==> config.mk <==
export PLATFORM = sky130hd
export DESIGN_NAME = rv32m_div_sequencer
export DESIGN_NICKNAME = d
export VERILOG_FILES = /design/src/rtl/rv32m_pkg.sv /design/src/rtl/rv32m_div_step.sv /design/src/rtl/rv32m_div_sequencer.sv
export SDC_FILE = /design/constraint.sdc
export NUM_CORES = 1
export LEC_CHECK = 0
export BUFFER_PORTS_ARGS = -buffer_cell sky130_fd_sc_hd__buf_2
export CAP_MARGIN = 20
export CORE_MARGIN = 2
export CORE_UTILIZATION = 55
export CTS_BUF_LIST = sky130_fd_sc_hd__clkbuf_8
export DETAILED_ROUTE_END_ITERATION = 7
export PLACE_DENSITY_LB_ADDON = 0.12
export REMOVE_ABC_BUFFERS = 1
export SLEW_MARGIN = 15
export SYNTH_ARGS = -nofsm -noshare
export SYNTH_HDL_FRONTEND = slang
export SYNTH_SLANG_ARGS = --single-unit
==> constraint.sdc <==
create_clock -name clk -period 10.2 [get_ports clk]
set_clock_uncertainty 0.05 [all_clocks]
set_input_delay 3.06 -clock clk [delete_from_list [all_inputs] [get_ports clk]]
set_output_delay 3.06 -clock clk [all_outputs]
set_load 0.005 [all_outputs]
==> src/rtl/rv32m_pkg.sv <==
// ---------------------------------------------------------------------------
// rv32m_pkg
// Shared definitions for the RV32M divide sequencer: funct3 encodings,
// divider FSM state type and default datapath widths.
// ---------------------------------------------------------------------------
package rv32m_pkg;

  localparam int XLEN_DEFAULT  = 32;
  localparam int CNT_W_DEFAULT = $clog2(XLEN_DEFAULT);

  localparam logic [2:0] F3_DIV  = 3'b100;
  localparam logic [2:0] F3_DIVU = 3'b101;
  localparam logic [2:0] F3_REM  = 3'b110;
  localparam logic [2:0] F3_REMU = 3'b111;

  typedef enum logic [1:0] {
    IDLE = 2'd0,
    CALC = 2'd1,
    ADJ  = 2'd2,
    DONE = 2'd3
  } div_state_e;

  // All four divide/remainder codes share funct3[2]=1; the rest of the
  // OP funct3 space belongs to the multiplier and is ignored here.
  function automatic logic f3_is_div(input logic [2:0] f3);
    return f3[2];
  endfunction

  // funct3[0]=0 selects the signed variants (DIV/REM).
  function automatic logic f3_is_signed(input logic [2:0] f3);
    return ~f3[0];
  endfunction

  // funct3[1]=1 selects the remainder variants (REM/REMU).
  function automatic logic f3_is_rem(input logic [2:0] f3);
    return f3[1];
  endfunction

endpackage

==> src/rtl/rv32m_div_step.sv <==
// ---------------------------------------------------------------------------
// rv32m_div_step
// One combinational radix-2 restoring divide step.
//   rem      : partial remainder (XLEN+1 bits, top bit kept for the borrow)
//   quo      : partial quotient / remaining dividend bits
//   divisor  : magnitude of the divisor
//   rem_next : partial remainder after the shift/trial-subtract
//   quo_next : quotient after shifting in the new quotient bit
// ---------------------------------------------------------------------------
module rv32m_div_step #(
  parameter int XLEN = 32
) (
  input  logic [XLEN:0]   rem,
  input  logic [XLEN-1:0] quo,
  input  logic [XLEN-1:0] divisor,
  output logic [XLEN:0]   rem_next,
  output logic [XLEN-1:0] quo_next
);

  // One guard bit above the shifted remainder so the sign of the trial
  // subtraction is unambiguous for any divisor up to 2^XLEN-1.
  logic [XLEN+1:0] rem_sh;
  logic [XLEN+1:0] trial;

  always_comb begin
    rem_sh = {rem, quo[XLEN-1]};
    trial  = rem_sh - {2'b00, divisor};
    if (!trial[XLEN+1]) begin
      rem_next = trial[XLEN:0];
      quo_next = {quo[XLEN-2:0], 1'b1};
    end else begin
      rem_next = rem_sh[XLEN:0];
      quo_next = {quo[XLEN-2:0], 1'b0};
    end
  end

endmodule

==> src/rtl/rv32m_div_sequencer.sv <==
// ---------------------------------------------------------------------------
// rv32m_div_sequencer
// Multi-cycle DIV/DIVU/REM/REMU unit beside the EX-stage ALU. Runs XLEN
// restoring iterations on operand magnitudes, fixes signs in one extra
// cycle, and resolves divide-by-zero / signed overflow without iterating.
//   clk, nrst : clock (rising edge), async active-low reset
//   start     : divide op valid (only looked at in IDLE)
//   funct3    : 100 DIV, 101 DIVU, 110 REM, 111 REMU
//   op_a/op_b : dividend / divisor, sampled with an accepted start
//   flush     : abort an op in CALC/ADJ; blocks acceptance in IDLE
//   stall     : hold IF/ID/EX while the op is in flight
//   busy      : FSM not idle
//   done      : one-cycle result-valid pulse
//   result    : quotient or remainder, held until the next accepted op
// ---------------------------------------------------------------------------
module rv32m_div_sequencer
  import rv32m_pkg::*;
#(
  parameter int XLEN  = XLEN_DEFAULT,
  parameter int CNT_W = CNT_W_DEFAULT
) (
  input  logic            clk,
  input  logic            nrst,
  input  logic            start,
  input  logic [2:0]      funct3,
  input  logic [XLEN-1:0] op_a,
  input  logic [XLEN-1:0] op_b,
  input  logic            flush,
  output logic            stall,
  output logic            busy,
  output logic            done,
  output logic [XLEN-1:0] result
);

  localparam logic [XLEN-1:0] MIN_INT = {1'b1, {(XLEN-1){1'b0}}};

  div_state_e state, state_next;

  logic [CNT_W-1:0] cnt;
  logic [XLEN:0]    rem;
  logic [XLEN-1:0]  quo;
  logic [XLEN-1:0]  divisor;
  logic [XLEN-1:0]  result_q;
  logic             is_rem;
  logic             neg_q;
  logic             neg_r;

  logic [XLEN:0]    rem_next;
  logic [XLEN-1:0]  quo_next;

  // Decode of the request as presented in IDLE.
  logic            req_ok;
  logic            accept;
  logic            a_neg;
  logic            b_neg;
  logic [XLEN-1:0] abs_a;
  logic [XLEN-1:0] abs_b;
  logic            div_zero;
  logic            ovf;
  logic            special;
  logic [XLEN-1:0] special_res;
  logic [XLEN-1:0] adj_res;

  assign req_ok   = start & f3_is_div(funct3);
  assign accept   = (state == IDLE) & req_ok & ~flush;

  assign a_neg    = f3_is_signed(funct3) & op_a[XLEN-1];
  assign b_neg    = f3_is_signed(funct3) & op_b[XLEN-1];
  assign abs_a    = a_neg ? (~op_a + 1'b1) : op_a;
  assign abs_b    = b_neg ? (~op_b + 1'b1) : op_b;

  assign div_zero = (op_b == '0);
  assign ovf      = f3_is_signed(funct3) & (op_a == MIN_INT) & (op_b == '1);
  assign special  = div_zero | ovf;

  // Architectural results for the cases that skip the iteration.
  always_comb begin
    special_res = '0;
    if (div_zero) special_res = f3_is_rem(funct3) ? op_a : '1;
    else          special_res = f3_is_rem(funct3) ? '0   : MIN_INT;
  end

  // Sign fix-up: quotient negative iff operand signs differ, remainder
  // takes the sign of the dividend. neg_* are already zero for unsigned ops.
  always_comb begin
    adj_res = '0;
    if (is_rem) adj_res = neg_r ? (~rem[XLEN-1:0] + 1'b1) : rem[XLEN-1:0];
    else        adj_res = neg_q ? (~quo + 1'b1) : quo;
  end

  rv32m_div_step #(.XLEN(XLEN)) u_step (
    .rem      (rem),
    .quo      (quo),
    .divisor  (divisor),
    .rem_next (rem_next),
    .quo_next (quo_next)
  );

  // ---- FSM: state register ----
  always_ff @(posedge clk or negedge nrst) begin
    if (!nrst) state <= IDLE;
    else       state <= state_next;
  end

  // ---- FSM: next state ----
  always_comb begin
    state_next = state;
    unique case (state)
      IDLE: if (accept) state_next = special ? DONE : CALC;
      CALC: begin
        if (flush)           state_next = IDLE;
        else if (cnt == '0)  state_next = ADJ;
      end
      ADJ:  state_next = flush ? IDLE : DONE;
      // A flush here is deliberately ignored: the result is already
      // committed and the pipeline is consuming it this cycle.
      DONE: state_next = IDLE;
      default: state_next = IDLE;
    endcase
  end

  // ---- FSM: outputs ----
  always_comb begin
    stall = 1'b0;
    busy  = 1'b1;
    done  = 1'b0;
    unique case (state)
      IDLE: begin
        busy  = 1'b0;
        stall = req_ok & ~flush;
      end
      CALC: stall = 1'b1;
      ADJ:  stall = 1'b1;
      DONE: done  = 1'b1;
      default: busy = 1'b0;
    endcase
  end

  // ---- Datapath ----
  always_ff @(posedge clk or negedge nrst) begin
    if (!nrst) begin
      cnt      <= '0;
      rem      <= '0;
      quo      <= '0;
      divisor  <= '0;
      result_q <= '0;
      is_rem   <= 1'b0;
      neg_q    <= 1'b0;
      neg_r    <= 1'b0;
    end else begin
      unique case (state)
        IDLE: begin
          if (accept) begin
            is_rem  <= f3_is_rem(funct3);
            neg_q   <= a_neg ^ b_neg;
            neg_r   <= a_neg;
            rem     <= '0;
            quo     <= abs_a;
            divisor <= abs_b;
            cnt     <= CNT_W'(XLEN - 1);
            if (special) result_q <= special_res;
          end
        end
        CALC: begin
          rem <= rem_next;
          quo <= quo_next;
          if (cnt != '0) cnt <= cnt - 1'b1;
        end
        ADJ: begin
          if (!flush) result_q <= adj_res;
        end
        default: ;
      endcase
    end
  end

  assign result = result_q;

endmodule

==> results of run 1 <==
==> area by class of cell <==
| cell class | count | area, um^2 |
|---|---|---|
| fillers | 1833 | 7470 |
| inverters | 70 | 263 |
| multi-input cells | 1126 | 6960 |
| clock inverters | 12 | 151 |
| flip-flops and latches | 139 | 3480 |
| well taps | 265 | 332 |
| repair buffers | 118 | 629 |
| clock buffers | 18 | 248 |
==> cell families after synthesis <==
kind of cell,after synthesis,synth area share
XOR/XNOR,142,0.113
adder cells (fa/ha/maj),44,0.0509
multiplexers,23,0.0212
buffers and inverters,152,0.0525
AND/OR/NAND/NOR,449,0.195
flip-flops,139,0.317
AO/OA/AOI/OAI,468,0.250
==> registers in the layout, summed over array words and instances, names as in the netlist <==
name and count:
cnt 5, divisor 32, is_rem 1, neg_q 1, neg_r 1, quo 32, rem 33, result 32
state 2
==> critical path, cell delays in order <==
cell and delay [ps]:
buf_2 130, nand4b_1 190, a21oi_1 150, buf_2 120
==> layer usage <==
layer | share of wire | up-vias | global-route usage
li1 | - | 5118 | -
met1 | 0.47 | 4968 | 0.423
met2 | 0.45 | 299 | 0.463
met3 | 0.070 | 30 | 0.0689
met4 | 0.013 | 0 | 0.0681
met5 | 0 | - | 0
==> path summary, 6_finish.rpt <==
kind	to	slack (ps)	cells after the start
max in group asynchronous	divisor[23]	6200	2
min reg2reg	result[2]	430	2
max	stall	3450	4
min in group asynchronous	result[11]	2590	1
max reg2reg	rem[24]	6160	11
min	result[2]	430	2
==> synthesized netlist by cell type (3+ instances only) <==
| cell type | count |
|---|---|
| a211oi_1 | 7 |
| a21o_1 | 18 |
| a21oi_1 | 134 |
| a221oi_1 | 3 |
| a22oi_1 | 3 |
| a31oi_1 | 11 |
| a32oi_1 | 12 |
| and2_1 | 5 |
| and3_1 | 5 |
| buf_1 | 4 |
| buf_2 | 4 |
| clkbuf_1 | 74 |
| dfrtp_1 | 139 |
| ha_1 | 43 |
| inv_1 | 69 |
| mux2i_1 | 21 |
| nand2_1 | 183 |
| nand2b_1 | 14 |
| nand3_1 | 24 |
| nand4_1 | 14 |
| nor2_1 | 84 |
| nor2b_1 | 28 |
| nor3_1 | 30 |
| nor4_1 | 12 |
| o211ai_1 | 8 |
| o21a_1 | 6 |
| o21ai_0 | 194 |
| o21bai_1 | 3 |
| o22ai_1 | 10 |
| o31ai_1 | 28 |
| o41ai_1 | 11 |
| or2_2 | 5 |
| or3_1 | 19 |
| or4_1 | 9 |
| or4_4 | 4 |
| xnor2_1 | 77 |
| xor2_1 | 65 |
==> power by group through the flow <==
stage	Clock, mW	Combinational [mW]	Sequential, mW
6_report	0.475	2.49	1.12
5_1_grt	0.503	2.78	1.15
4_1_cts	0.484	2.48	1.11
3_5_place_dp	0	2.47	1.12
3_3_place_gp	0	2.42	1.11
2_1_floorplan	0	1.85	1.04
==> per-stage QoR <==
stage	setup slack [ps]	utilization	cell area (um^2)	total power, mW	std cells
finish	3450	0.618	12100	4.08	1748
CTS	3440	0.617	12100	4.07	1748
floorplan	434	-	10700	2.89	1335
detailed placement	3450	0.597	11700	3.59	1718
global placement	3450	0.597	11600	3.54	1717
global route	3370	0.618	12100	4.44	1748
==> reports/qor.csv, run 1 <==
metric,value,unit
Post-DRT Antenna Nets,0,
total number of vias,10400,
Worst Setup SP,flush,
Net Sw Frac,0.493,
row cnt,51,
leak pwr,5.25,nW
Antenna diodes,0,
clk root buf,clkbuf_8,
Core Area,19500,um^2
Post-DP HPWL,23400,um
clock power share,0.116,
ys async rst share,1.00,
total DRC errors in the routed layout,0,
sequential share of power,0.273,
GRT overflow,0,
Final Setup Violations,0,
CP Launch Type,input pin,
area grow syn2layout,9.92,%
Cell variety after synth,67,
final hold vios,0,
clock tree buffer depth,2,
hold_ws,427,ps
clock sink total,139,
final net count,1587,
Initial Utilization,0.562,
die footprint,21100,um^2
GP Congestion,0.979,
IO Count,106,
CTS tree,built,
mapped cell area,11000,um^2
vias in the first global route,9634,
min cycle time layout,6750,ps
RSZ-0062 raised after global routing,no,
die width,145,um
initial antenna violation count,0,
first-pass GRT wire length,50800,um
Synth area leaders,"dfrtp_1 32%, o21ai_0 8.9%, nand2_1 6.3%",
hold_buf cts,0,
Die H,145,um
"Seq/Total Area, Yosys",0.317,
Logic pwr share,0.610,
critical path data required time,7090,ps
largest net degree at the start of global routing,80,
"commonest non-fill, non-tap cells in the layout","194 x o21ai_0, 183 x nand2_1, 139 x dfrtp_1",
CP Class,input pin to output port,
most used flip-flop cell after synthesis,dfrtp_1,
drt initial violations,857,
final worst-path cycle share,0.662,
worst hold path type,flip-flop to flip-flop,
CTS Buf Count,17,
Net Sw Power,2.01,mW
synthesized flop and latch total,139,
HP Start,result[2],
Synth Instances,1417,
port buffer count,105,
share of the synthesized area in the top cell type,0.317,
worst vdd ir,514,uV
status,"finished, final reports clean",
postcts setup bufs,0,
htree depth,4,
"EDFF count, synth",0,
layout cells sized above 1,0.113,
total negative slack,0,ps
Via density,5.96,
Slew @ Worst Pin,1080,ps
Worst-path clk slew,80,ps
Rel. slew slack,0.282,
WP data arrival,3640,ps
Wirelength per Cell,18.0,um
Max Clock Freq,0.148,GHz
Worst Path Max Fanout,5,
WL final,31500,um
RR Startpoint,rem[3],
Max-Cap Viols,0,
Pre-Repair DR Iteration Count,6,
Max Transition Viols Final,0,
Post-Syn Area per Cell,7.74,um^2
clk_lat worst skew,470,ps
"most common cell after layout, fill and taps aside",o21ai_0,
GRT Total Usage,0.298,
Setup crit end kind,output port,
CTS-repair resized insts,0,
post-synth top area cell,dfrtp_1,
Internal Power,2.07,mW
Ys Warns,0,
Power Density,338,nW/um^2
Note: power is estimated with default switching activity, not from simulation.
==> inputs of run 2 (changes only) <==
Clock period 10.2 ns to 6.2 ns, I/O delays scaled along.
==> reports/qor.csv, run 2 (same netlist as run 1, synthesis figures left out) <==
metric,value,unit,change
status,"finished, final reports clean",,unchanged
total negative slack,0,ps,unchanged
Largest Register,rem,,unchanged
hold_buf cts,0,,unchanged
CP Class,input pin to flip-flop,,was input pin to output port
Pre-Repair DR Iteration Count,7,,was 6
DP Cell Count,1721,,was 1718
final net count,1590,,was 1587
fill count,1865,,was 1833
worst hold path type,flip-flop to flip-flop,,unchanged
vias in the first global route,9798,,was 9634
area grow syn2layout,10.4,%,was 9.92%
cells on worst reg2reg path,11,,unchanged
initial antenna violation count,0,,unchanged
htree depth,4,,unchanged
Worst-path clk slew,80,ps,about the same
layout cells sized above 1,0.114,,was 0.113
flop-to-flop setup slack,1990,ps,was 6160 ps
Placed Area,11700,um^2,about the same
CP peak stage delay,540,ps,was 190 ps
drt initial violations,773,,was 857
Max Transition Viols Final,0,,unchanged
Post-DRT Antenna Nets,0,,unchanged
clock sink total,139,,unchanged
Power Density,566,nW/um^2,was 338 nW/um^2
RSZ-0062 raised after global routing,no,,unchanged
Crit-path slowest cell,or4b_1,,was nand4b_1
Setup crit end kind,flip-flop,,was output port
CP Launch Type,input pin,,unchanged
postcts setup bufs,0,,unchanged
clk root buf,clkbuf_8,,unchanged
CTS Buf Count,17,,unchanged
final hold vios,0,,unchanged
sequential cell area,3480,um^2,unchanged
Final Setup Violations,0,,unchanged
final worst-path cycle share,0.774,,
Max-Cap Viols,0,,unchanged
Post-DP HPWL,24100,um,was 23400 um
Final Cell Area,12100,um^2,about the same
max FFs per register,33,,unchanged
CP cell instances,"buf_2, nor4_1, or4b_1, nor3_1, buf_4, nand3_2, nand3_1, o2111ai_4, buf_4, o31ai_1",,"was buf_2, nand4b_1, a21oi_1, buf_2"
total number of vias,10600,,was 10400
clock tree buffer depth,2,,unchanged
Min-Delay Path Depth,2,,unchanged
Max Clock Freq,0.208,GHz,
GP Congestion,0.993,,was 0.979
Crit path top cell by count,buf_4,,was buf_2
CTS tree,built,,unchanged
clk_lat worst skew,460,ps,was 470 ps
hold_ws,425,ps,was 427 ps
GRT overflow,0,,unchanged
min cycle time layout,4800,ps,
total DRC errors in the routed layout,0,,unchanged
"Cell Count, Final, Fillers Out",1751,,was 1748
HP Start,result[5],,was result[2]
first-pass GRT wire length,53000,um,was 50800 um
largest net degree at the start of global routing,101,,was 80
critical path data required time,6510,ps,was 7090 ps
Via density,6.07,,was 5.96
leak pwr,5.27,nW,was 5.25 nW
GRT Total Usage,0.312,,was 0.298
worst vdd ir,417,uV,was 514 uV
Die H,145,um,unchanged
Worst Path Max Fanout,35,,was 5
die footprint,21100,um^2,unchanged
area of the multi-input gates,6950,um^2,was 6960 um^2
Initial Utilization,0.562,,unchanged
"most common cell after layout, fill and taps aside",o21ai_0,,unchanged
port buffer count,105,,unchanged
sink of the worst hold path,result[5],,was result[2]
row cnt,51,,unchanged
total power draw,6.86,mW,was 4.08 mW
Rel. slew slack,0.325,,was 0.282
CTS-repair resized insts,0,,unchanged
Antenna diodes,0,,unchanged
WL final,32900,um,was 31500 um
r2r endpoint,rem[30],,was rem[24]
"commonest non-fill, non-tap cells in the layout","194 x o21ai_0, 183 x nand2_1, 139 x dfrtp_1",,unchanged
die width,145,um,unchanged
Wirelength per Cell,18.8,um,was 18.0 um
Core Area,19500,um^2,unchanged
RR Startpoint,rem[3],,unchanged
Slew @ Worst Pin,1000,ps,was 1080 ps
WP data arrival,5110,ps,was 3640 ps
IO Count,106,,unchanged
-- run 2: cell types whose count changed in the layout (fill, tap and decap cells not counted), sizes merged --
cell | previous run | this run
buf | 118 | 121
bufinv | 3 | 4
clkbuf | 18 | 19
clkinv | 5 | 3
-- run 2: critical path, delay by kind of cell --
family          cells  cell delay [ps]
compound gates      2              700
buf+inv             3              720
simple gates        5             1800
-- run 2: how the worst max path moves through the flow --
stage               startpoint  slack [ps]         end  depth (start not counted)
finish                 op_b[6]        1400  result[31]                         10
global route           op_b[6]        1220  result[31]                         10
CTS                    op_b[6]        1500  result[31]                         10
detailed placement     op_b[6]        1030  result[31]                         10
global placement       op_b[6]        1120  result[31]                         10
floorplan                start       -2370      cnt[3]                          3
-- run 2: per-stage QoR --
| stage | worst slack (ps) | util |
|---|---|---|
| finish | 1400 | 0.620 |
| global route | 1220 | 0.620 |
| CTS | 1500 | 0.620 |
| detailed placement | 1030 | 0.598 |
| global placement | 1120 | 0.598 |
| floorplan | -2370 | - |
-- run 2: routing by layer --
metal	up-vias	wire length [um]	GRT usage
met5	-	0	0
met3	58	2090	0.0531
met2	378	14700	0.480
met4	0	625	0.0779
li1	5120	-	-
met1	5072	15400	0.458
-- run 2: final cells by class --
type	count	share of cell area
repair buffers	121	0.0541
multi-input cells	1126	0.574
clock inverters	11	0.0141
clock buffers	19	0.0216
inverters	70	0.0217
flip-flops and latches	139	0.287
well taps	265	0.0274
-- run 2: report_power, final --
| part | internal, mW | total [mW] | leakage [nW] | switching (mW) |
|---|---|---|---|---|
| Clock | 0.455 | 0.836 | 0.207 | 0.381 |
| Sequential | 1.31 | 1.82 | 1.77 | 0.502 |
| Combinational | 1.69 | 4.21 | 3.29 | 2.51 |
| Total | 3.46 | 6.86 | 5.27 | 3.40 |
